`config.mk`:
```
export PLATFORM = sky130hd
export DESIGN_NAME = instr_encoder
export DESIGN_NICKNAME = d
export VERILOG_FILES = /design/src/rtl/instr_encoder.sv
export SDC_FILE = /design/constraint.sdc
export NUM_CORES = 1
export LEC_CHECK = 0
export BUFFER_PORTS_ARGS = -buffer_cell sky130_fd_sc_hd__buf_2
export CAP_MARGIN = 20
export CORE_UTILIZATION = 30
export CTS_CLUSTER_SIZE = 12
export DETAILED_ROUTE_END_ITERATION = 12
export GPL_TIMING_DRIVEN = 0
export PLACE_DENSITY = 0.54
export SYNTH_ARGS = -nofsm -noshare
export SYNTH_HDL_FRONTEND = slang
export SYNTH_SLANG_ARGS = --single-unit
```
`constraint.sdc`:
```
create_clock -name clk -period 4.3 [get_ports clk]
set_input_delay 0.86 -clock clk [delete_from_list [all_inputs] [get_ports clk]]
set_output_delay 0.86 -clock clk [all_outputs]
set_load 0.005 [all_outputs]
```
`src/rtl/instr_encoder.sv`:
```
// Symbolic instruction to 32-bit ARM word encoder for the supported subset.
// Accepts one request per handshake and writes the word to consecutive instruction-memory addresses.
module instr_encoder #(
  parameter logic [31:0] BASE   = 32'h0000_0000,
  parameter int          DEPTH  = 64,
  parameter int          ADDR_W = 6
) (
  input  logic              clk,
  input  logic              reset,
  input  logic              clear,
  input  logic              in_valid,
  output logic              in_ready,
  input  logic [3:0]        in_op,
  input  logic [3:0]        in_cond,
  input  logic              in_s,
  input  logic              in_imm,
  input  logic [3:0]        in_rd,
  input  logic [3:0]        in_rn,
  input  logic [3:0]        in_rm,
  input  logic [11:0]       in_imm12,
  input  logic [23:0]       in_imm24,
  output logic              imem_we,
  output logic [31:0]       imem_addr,
  output logic [31:0]       imem_wd,
  output logic [ADDR_W:0]   count,
  output logic              full,
  output logic              err,
  output logic              busy
);

  typedef enum logic [1:0] {IDLE, ENC, WR} state_t;

  localparam logic [ADDR_W:0] DEPTH_CNT = (ADDR_W+1)'(DEPTH);
  localparam logic [ADDR_W:0] CNT_ONE   = {{ADDR_W{1'b0}}, 1'b1};

  state_t          state_reg, state_next;
  logic [ADDR_W:0] count_reg, count_next;
  logic            err_reg, err_next;
  logic            we_reg, we_next;
  logic [31:0]     addr_reg, addr_next;
  logic [31:0]     wd_reg, wd_next;

  logic [3:0]      op_reg, cond_reg, rd_reg, rn_reg, rm_reg;
  logic            s_reg, imm_reg;
  logic [11:0]     imm12_reg;
  logic [23:0]     imm24_reg;

  logic            full_w;
  logic            load;
  logic [9:0]      op_hot;
  logic            is_dp, is_cmp, is_lsl, is_mem, is_b, legal;
  logic [3:0]      cmd;
  logic [31:0]     enc_word;

  assign full_w   = (count_reg == DEPTH_CNT);
  assign in_ready = (state_reg == IDLE) & ~full_w & ~clear;
  assign load     = in_valid & in_ready;

  // Request fields are captured only on the accepting edge.
  always_ff @(posedge clk or posedge reset) begin
    if (reset) begin
      op_reg    <= 4'h0;
      cond_reg  <= 4'h0;
      s_reg     <= 1'b0;
      imm_reg   <= 1'b0;
      rd_reg    <= 4'h0;
      rn_reg    <= 4'h0;
      rm_reg    <= 4'h0;
      imm12_reg <= 12'h000;
      imm24_reg <= 24'h000000;
    end else if (load) begin
      op_reg    <= in_op;
      cond_reg  <= in_cond;
      s_reg     <= in_s;
      imm_reg   <= in_imm;
      rd_reg    <= in_rd;
      rn_reg    <= in_rn;
      rm_reg    <= in_rm;
      imm12_reg <= in_imm12;
      imm24_reg <= in_imm24;
    end
  end

  genvar gi;
  generate
    for (gi = 0; gi < 10; gi++) begin : g_op_dec
      assign op_hot[gi] = (op_reg == 4'(gi));
    end
  endgenerate

  assign is_dp  = |op_hot[5:0];
  assign is_cmp = op_hot[4] | op_hot[5];
  assign is_lsl = op_hot[6];
  assign is_mem = op_hot[7] | op_hot[8];
  assign is_b   = op_hot[9];
  // Ops 10-15 leave op_hot empty; cond 4'b1111 is reserved.
  assign legal  = (|op_hot) & (cond_reg != 4'hF);

  always_comb begin
    cmd = 4'b0000;
    case (op_reg)
      4'd0:    cmd = 4'b0100;
      4'd1:    cmd = 4'b0010;
      4'd2:    cmd = 4'b0000;
      4'd3:    cmd = 4'b1100;
      4'd4:    cmd = 4'b1010;
      4'd5:    cmd = 4'b1001;
      4'd6:    cmd = 4'b1101;
      default: cmd = 4'b0000;
    endcase
  end

  always_comb begin
    enc_word = 32'h0000_0000;
    if (is_dp) begin
      enc_word = {cond_reg, 2'b00, imm_reg, cmd, (is_cmp ? 1'b1 : s_reg),
                  rn_reg, (is_cmp ? 4'h0 : rd_reg),
                  (imm_reg ? imm12_reg : {8'h00, rm_reg})};
    end else if (is_lsl) begin
      enc_word = {cond_reg, 2'b00, 1'b0, cmd, s_reg, 4'h0, rd_reg,
                  imm12_reg[4:0], 2'b00, 1'b0, rm_reg};
    end else if (is_mem) begin
      enc_word = {cond_reg, 2'b01, 5'b01100, op_hot[7], rn_reg, rd_reg, imm12_reg};
    end else if (is_b) begin
      enc_word = {cond_reg, 2'b10, 2'b10, imm24_reg};
    end
  end

  always_comb begin
    state_next = state_reg;
    count_next = count_reg;
    err_next   = err_reg;
    we_next    = 1'b0;
    wd_next    = wd_reg;
    if (clear) begin
      state_next = IDLE;
      count_next = '0;
      err_next   = 1'b0;
    end else begin
      case (state_reg)
        IDLE: begin
          if (load) state_next = ENC;
        end
        ENC: begin
          if (legal) begin
            state_next = WR;
            we_next    = 1'b1;
            wd_next    = enc_word;
          end else begin
            state_next = IDLE;
            err_next   = 1'b1;
          end
        end
        WR: begin
          state_next = IDLE;
          count_next = count_reg + CNT_ONE;
        end
        default: state_next = IDLE;
      endcase
    end
    addr_next = BASE + 32'({count_next, 2'b00});
  end

  always_ff @(posedge clk or posedge reset) begin
    if (reset) begin
      state_reg <= IDLE;
      count_reg <= '0;
      err_reg   <= 1'b0;
      we_reg    <= 1'b0;
      addr_reg  <= BASE;
      wd_reg    <= 32'h0000_0000;
    end else begin
      state_reg <= state_next;
      count_reg <= count_next;
      err_reg   <= err_next;
      we_reg    <= we_next;
      addr_reg  <= addr_next;
      wd_reg    <= wd_next;
    end
  end

  // clear kills an in-flight write strobe in the same cycle it is asserted.
  assign imem_we   = we_reg & ~clear;
  assign imem_addr = addr_reg;
  assign imem_wd   = wd_reg;
  assign count     = count_reg;
  assign full      = full_w;
  assign err       = err_reg;
  assign busy      = (state_reg != IDLE);

endmodule

```
==> summary.txt, run 1 <==
Worst setup path
  • Startpoint types: primary input
  • CP Capture Type: primary output
  • Crit-path max FO: 2
  • R2r startpoint: op_reg[3]$_DFFE_PP0P_
  • Sum of buffers and inverters on the critical path: 2
  • Reg2reg end: imem_wd[11]$_DFFE_PP0P_
  • WP data arrival: 1.80 ns
  • Worst setup path class: in -> out
  • WP data required: approximately 3.4 ns
  • Crit-path leading delay family: simple AND/OR/NAND/NOR gates
  • Setup crit start: clear
  • Largest stage delay, worst path: 0.37 ns
  • CP cell instances: buf_2 -> or3_1 -> a31oi_2 -> buf_2
  • Most used cell, CP: buf_2
  • Stages on the worst setup path: 4
  • Reg2reg path depth: 5
  • Reg2Reg Setup Slack: approximately 2.2 ns
  • Max stage delay cell, worst path: or3_1
  • Critical Path End: in_ready

Place
  • RD Place Congestion: a little under 0.8
  • Number of port buffers: 112
  • Place WS: 1.639 ns
  • Number of cells after detailed placement: about 780
  • Detail Placement HPWL: 9358 um

Layout
  • Footprint of the multi-input gates: 2017 um2
  • Fin nets: 634
  • Finished Layout Cells: about 790
  • Max FFs per register: 32
  • Area Growth Syn to Fin: 25.79%
  • Most frequent cells in the layout: buf_2, dfrtp_1, mux2_2, buf_4, nor2_1
  • Sequential Area: 2527 um2
  • Fillers: 1,592
  • Final Util: 38.56%
  • Ratio of cells with drive above 1 in the final layout: 43.65%
  • Diodes inserted: 0
  • Commonest non-fill, non-tap cell in the layout: buf_2

Floorplan
  • Die Area: ~17,000 um2
  • Die W: 129.2 um
  • Core Region: 15,830 um2
  • Row cnt: 46
  • Initial Utilization: 30.66%
  • Chip height: 129.2 um
  • IO Pins: 138

Global routing
  • Global-route met1 utilization: 21.03%
  • Met2 Usage GRT: about a quarter
  • Largest net degree at the start of global routing: 60
  • Most Crowded Layer GR: met2
  • First-pass GRT wire length: 19,740 um
  • GRT Util Overall: roughly 16%
  • Overflow left after global routing: 0
  • Met3 Usage GRT: under 10%
  • Antenna violations before repair: 1
  • Vias in the first global route: 3,527

STA
  • Relative slew margins: a little under half
  • Tcrit/Tclk final: 61.82%
  • Worst-Margin Slew: between 0.8 and 0.9 ns
  • Final setup margin: 1.642 ns
  • Min Hold Slack: 0.5012 ns
  • Tmin final: 2.658 ns
  • Max-slew violation count: 0
  • Final setup viols: 0
  • Setup TNS Final: 0 ns
  • Final Skew: about 0.0080 ns
  • Fin. Hold Viols: 0
  • FMAX: approximately 380 MHz
  • RSZ-0062 raised after global routing: no

Clock tree
  • Skew-Pair Late Insertion Delay: approximately 0.35 ns
  • Hold buffers post-CTS: 0
  • H-tree Lvls: 3
  • # clock sinks: between 100 and 150
  • CTS Buffer Depth: 2
  • Post-CTS setup buffer count: 0
  • Post-CTS Resized: 0
  • Root buf cell: clkbuf_16
  • Num CTS Buffers: 9
  • CTS tree: done
  • Clk pin slew, worst setup/hold paths: 0.07 ns

Power
  • Cell Pwr Density: 504.7 nW/um2
  • Leakage: roughly 2.9 nW
  • Maximum vdd drop: 0.3217 mV

Routing
  • Post-DRT Antenna Nets: 0
  • 1st-iter DRT viols: 199
  • Vias: 3,645
  • Drt wl/cell: roughly 16 um
  • Via density: 4.608
  • DRT Pass-1 Iters: 4
  • WL final: 12,690 um
  • DRC violations left: 0

Yosys
  • Synthesized area per cell: 11.50 um2
  • EDFF count, synth: 0
  • Post-synth ARST share: 100.0%
  • Cells after Synth: between 400 and 500
  • Yosys cell types: 47
  • Yosys warnings: 0
  • Commonest register cell after synthesis: dfrtp_1
  • Seq cells post-synth: just over 100
  • Syn Std Cell Area: between 4000 and 5000 um2
  • Sequential element share of the synthesized area: 52.09%

Job
  • Max-cap viol count: 0

Hold path
  • Worst Hold Class: reg -> reg

Run status
  • Status: finished, final reports clean
per-stage QoR:
step,cell area (um2),power (W)
floorplan,4942,0.001907
global placement,5773,0.002249
detailed placement,5803,0.002278
CTS,6103,0.003111
global route,6103,0.003272
finish,6103,0.003080
Yosys cell counts, types with 2 or more instances:
cell | count | share of area (%)
nor3_1 | 2 | 0.21
a32oi_1 | 8 | 1.4
or2_2 | 6 | 0.77
inv_1 | 7 | 0.54
a21oi_1 | 24 | 2.5
dfrtp_1 | 101 | 52
nand3b_1 | 4 | 0.62
ha_1 | 2 | 0.52
or3_1 | 2 | 0.26
o21ai_0 | 21 | 2.2
xor2_1 | 3 | 0.54
nand3_1 | 5 | 0.52
a31oi_1 | 14 | 1.8
nor3b_1 | 4 | 0.62
xnor2_1 | 3 | 0.54
buf_6 | 2 | 0.46
buf_1 | 3 | 0.23
buf_2 | 12 | 1.2
mux2i_1 | 4 | 0.83
a21o_1 | 2 | 0.31
buf_4 | 33 | 5.1
mux2_2 | 54 | 13
nor4_1 | 2 | 0.26
mux2_4 | 9 | 2.8
nor2_1 | 30 | 2.3
a22oi_1 | 6 | 0.93
clkbuf_1 | 8 | 0.62
and3b_1 | 2 | 0.36
nor2b_1 | 8 | 1.0
o22a_1 | 9 | 1.6
nand2_1 | 16 | 1.2
cells by family (layout without fill, tap and decap cells):
group	Yosys count	in the layout	share of synthesized area [%]
other cells	1	25	0.07729
simple gates	92	92	10.44
mux	67	67	16.14
flops	101	101	52.09
buf+inv	65	194	8.200
xor+xnor	6	6	1.083
fa+ha+maj	2	2	0.5156
compound gates	88	88	11.45
layer usage:
layer | vias up | share of wire (%) | wire length [um]
met4 | 0 | 1.7 | 213
met2 | 124 | 46 | 5779
li1 | 1743 | - | -
met1 | 1765 | 46 | 5812
met5 | - | 0 | 0
met3 | 13 | 7.0 | 886
area by class of cell:
| class | count | area share [%] |
|---|---|---|
| clock buffers | 9 | 3.690 |
| plain buffers | 58 | 6.089 |
| flip-flops and latches | 101 | 41.41 |
| multi-input cells | 280 | 33.05 |
| well taps | 216 | 4.428 |
| repair buffers | 113 | 9.635 |
| inverters | 7 | 0.4715 |
| clock inverters | 7 | 1.230 |
power by group:
group	switching (W)	internal [W]	total (W)	leakage (nW)
sequential	0.000174	0.00122	0.00140	1.21
clock	0.000369	0.000453	0.000822	0.138
combinational	0.000417	0.000446	0.000863	1.51
worst min path at each step:
stage	from	end	slack, ns	cells after the start
3_5_place_dp	imem_wd[3]$_DFFE_PP0P_	imem_wd[3]$_DFFE_PP0P_	0.49	1
2_1_floorplan	imm24_reg[21]$_DFFE_PP0P_	imm24_reg[21]$_DFFE_PP0P_	0.47	1
6_report	imem_wd[3]$_DFFE_PP0P_	imem_wd[3]$_DFFE_PP0P_	0.50	1
4_1_cts	imem_wd[3]$_DFFE_PP0P_	imem_wd[3]$_DFFE_PP0P_	0.51	1
5_1_grt	imm24_reg[1]$_DFFE_PP0P_	imm24_reg[1]$_DFFE_PP0P_	0.52	1
3_3_place_gp	imm24_reg[15]$_DFFE_PP0P_	imm24_reg[15]$_DFFE_PP0P_	0.49	1
No activity file was read; power rests on OpenSTA's default activity.
==> run 2, diff against run 1 <==
- ABC_AREA: unset -> 1
- clock period: 4.3 -> 2.5 ns (I/O delays scaled with it)
==> run 2 against run 1 <==
  * Routed wire length increased by 11%
  * Synthesized cell count increased by 59%
  * Critical path depth grew 3
  * Count of clock-buffer cells in the layout rose by 1
  * Non-clock buffer count up 3
  * Highest routed layer unchanged
==> summary.txt, run 2 <==
Run status
  • Status: finished, final reports clean

Clock tree
  • Root buf cell: clkbuf_16
  • Num CTS Buffers: 9
  • Post-CTS Resized: 0
  • Clk pin slew, worst setup/hold paths: 0.07 ns
  • CTS Buffer Depth: 2
  • H-tree Lvls: 3
  • CTS tree: done
  • Skew-Pair Late Insertion Delay: roughly 0.36 ns
  • # clock sinks: 101
  • Hold buffers post-CTS: 0
  • Post-CTS setup buffer count: 0

Hold path
  • Worst Hold Class: in -> async

Power
  • Maximum vdd drop: slightly below 0.4 mV
  • Part of the power in combinational logic: 25.6%
  • Final Power: 0.004765 W
  • Clk pwr share: 28.1%
  • Internal cell power: around 0.0032 W
  • Switch Pwr: around 0.0016 W
  • Sw Share: 33.03%
  • Seq pwr share: approximately 46%
  • Cell Pwr Density: 750.3 nW/um2
  • Leakage: 3.671 nW

Routing
  • WL final: around 14,000 um
  • 1st-iter DRT viols: 274
  • DRC violations left: 0
  • Drt wl/cell: 13.44 um
  • Vias: 4,420
  • Via density: 4.222
  • Post-DRT Antenna Nets: 0
  • DRT Pass-1 Iters: 4

Layout
  • Commonest non-fill, non-tap cell in the layout: nand2_1
  • Diodes inserted: 0
  • Design area: between 6000 and 7000 um2
  • Fillers: around 1.8k
  • Sequential Area: 2527 um2
  • Fin nets: around 890
  • Area Growth Syn to Fin: 24.41%
  • Finished Layout Cells: 1,047
  • Max FFs per register: 32
  • Most frequent cells in the layout: nand2_1, buf_2, dfrtp_1, nand3_1, inv_1
  • Footprint of the multi-input gates: 2008 um2
  • Ratio of cells with drive above 1 in the final layout: 24.55%

STA
  • Worst-Margin Slew: 0.6839 ns
  • FMAX: 467.5 MHz
  • Final Skew: between 0.01 and 0.015 ns
  • Relative slew margins: 54.31%
  • Setup TNS Final: 0 ns
  • Final setup viols: 0
  • Max-slew violation count: 0
  • RSZ-0062 raised after global routing: no
  • Final setup margin: 0.3610 ns
  • Tmin final: 2.139 ns
  • Tcrit/Tclk final: 85.56%
  • Fin. Hold Viols: 0

Yosys
  • EDFF count, synth: 0
  • Seq cells post-synth: between 100 and 150
  • Post-synth ARST share: 100.0%
  • Synthesized area per cell: 7.585 um2
  • Syn Std Cell Area: 5105 um2
  • Commonest register cell after synthesis: dfrtp_1
  • Sequential element share of the synthesized area: 49.51%
  • Area leader, netlist: dfrtp_1
  • Top cells by area, synth: dfrtp_1, nand2_1, nand3_1, buf_4, inv_1
  • Post-synth top area share: 49.51%
  • Cells after Synth: approximately 670
  • Yosys cell types: 33
  • Most common cell in the netlist: nand2_1
  • Yosys warnings: 0
  • Synth top cells by count: nand2_1, dfrtp_1, nand3_1, inv_1, buf_4

Worst setup path
  • WP data required: 2.00 ns
  • Crit-path max FO: 7
  • WP data arrival: 1.64 ns
  • Reg2reg path depth: 9
  • CP Capture Type: primary output
  • Worst setup path class: reg -> out
  • Startpoint types: flop

Place
  • Number of port buffers: between 100 and 150
  • Post-DP Area: between 6000 and 7000 um2
  • Detail Placement HPWL: 10,380 um
  • Number of cells after detailed placement: between 1k and 1.5k
  • Place WS: 0.6529 ns
  • RD Place Congestion: 0.7949

Floorplan
  • Die W: between 100 and 150 um
  • Chip height: about 130 um
  • Row cnt: 47
  • Initial Utilization: 30.78%
  • IO Pins: around 140
  • Core Region: 16,580 um2
  • Die Area: 17,540 um2

Global routing
  • Antenna violations before repair: 0
  • Vias in the first global route: around 4.3k
  • Overflow left after global routing: 0
  • GRT Util Overall: around 17%
  • First-pass GRT wire length: between 20,000 and 25,000 um
  • Largest net degree at the start of global routing: 42

Job
  • Max-cap viol count: 0
-- run 2: cell types whose count changed in the layout (fill, tap and decap cells not counted), moves of 14 or more --
cell and change:
nand2_1 +296, mux2_2 -54, nand3_1 +54, inv_1 +42, a21oi_1 -20, a31oi_1 -14
-- run 2: layout make-up --
cell class                 count  area share, %
multi-input combinational    480          31.62
inverter                      56          3.369
clock inverter                 6         0.7486
timing repair buffer         114          9.456
tap                          220          4.334
sequential                   101          39.80
buffer                        60          7.073
clock buffer                  10          3.605
-- run 2: critical path: stages, from the launching register on --
cell	delay, ns
dfrtp_1	0.45
inv_1	0.11
ha_1	0.15
nand3_1	0.08
or2_1	0.27
nand2_1	0.07
inv_1	0.03
buf_2	0.11
-- run 2: through the flow --
stage | util (%) | hold WS (ns)
final | 38.30 | 0.2425
after global routing | 38.30 | 0.2959
after CTS | 38.30 | 0.2557
after detailed placement | 36.63 | 0.4606
after global placement | 36.39 | 0.4613
after floorplan | - | 0.4488
-- run 2: cell families after synthesis --
logic type	Yosys count	synth area share, %
other cells	1	0.07346
buf+inv	116	12.92
simple gates	424	33.87
compound gates	29	3.137
fa+ha+maj	2	0.4901
flops	101	49.51
-- run 2: power groups by stage --
stage	logic, W	clock network, W	registers, W
floorplan	0.000752	0	0.00221
global placement	0.00122	0	0.00223
detailed placement	0.00124	0	0.00224
CTS	0.00124	0.00139	0.00221
global route	0.00141	0.00146	0.00225
finish	0.00122	0.00134	0.00221
-- run 2: path summary, 6_finish.rpt --
check / startpoint / to / slack [ns]
setup / recovery: imem_addr[2]$_DFFE_PP0P_ / in_ready / 0.36
hold / removal: reset / imem_wd[29]$_DFFE_PP0P_ / 0.24
setup reg to reg: imem_addr[2]$_DFFE_PP0P_ / cond_reg[1]$_DFFE_PP0P_ / 0.65
hold reg to reg: imem_wd[17]$_DFFE_PP0P_ / imem_wd[17]$_DFFE_PP0P_ / 0.48
max in group asynchronous: reset / imm24_reg[14]$_DFFE_PP0P_ / 1.39
min in group clk: in_op[2] / op_reg[2]$_DFFE_PP0P_ / 0.33
-- run 2: routing by layer --
layer  global-route usage [%]  wire, um  vias up
met5                        0         0        -
met4                    4.087       119        0
met3                    4.061       882        8
met2                    28.51      6666      120
met1                    21.76      6403     1977
li1                         -         -     2315
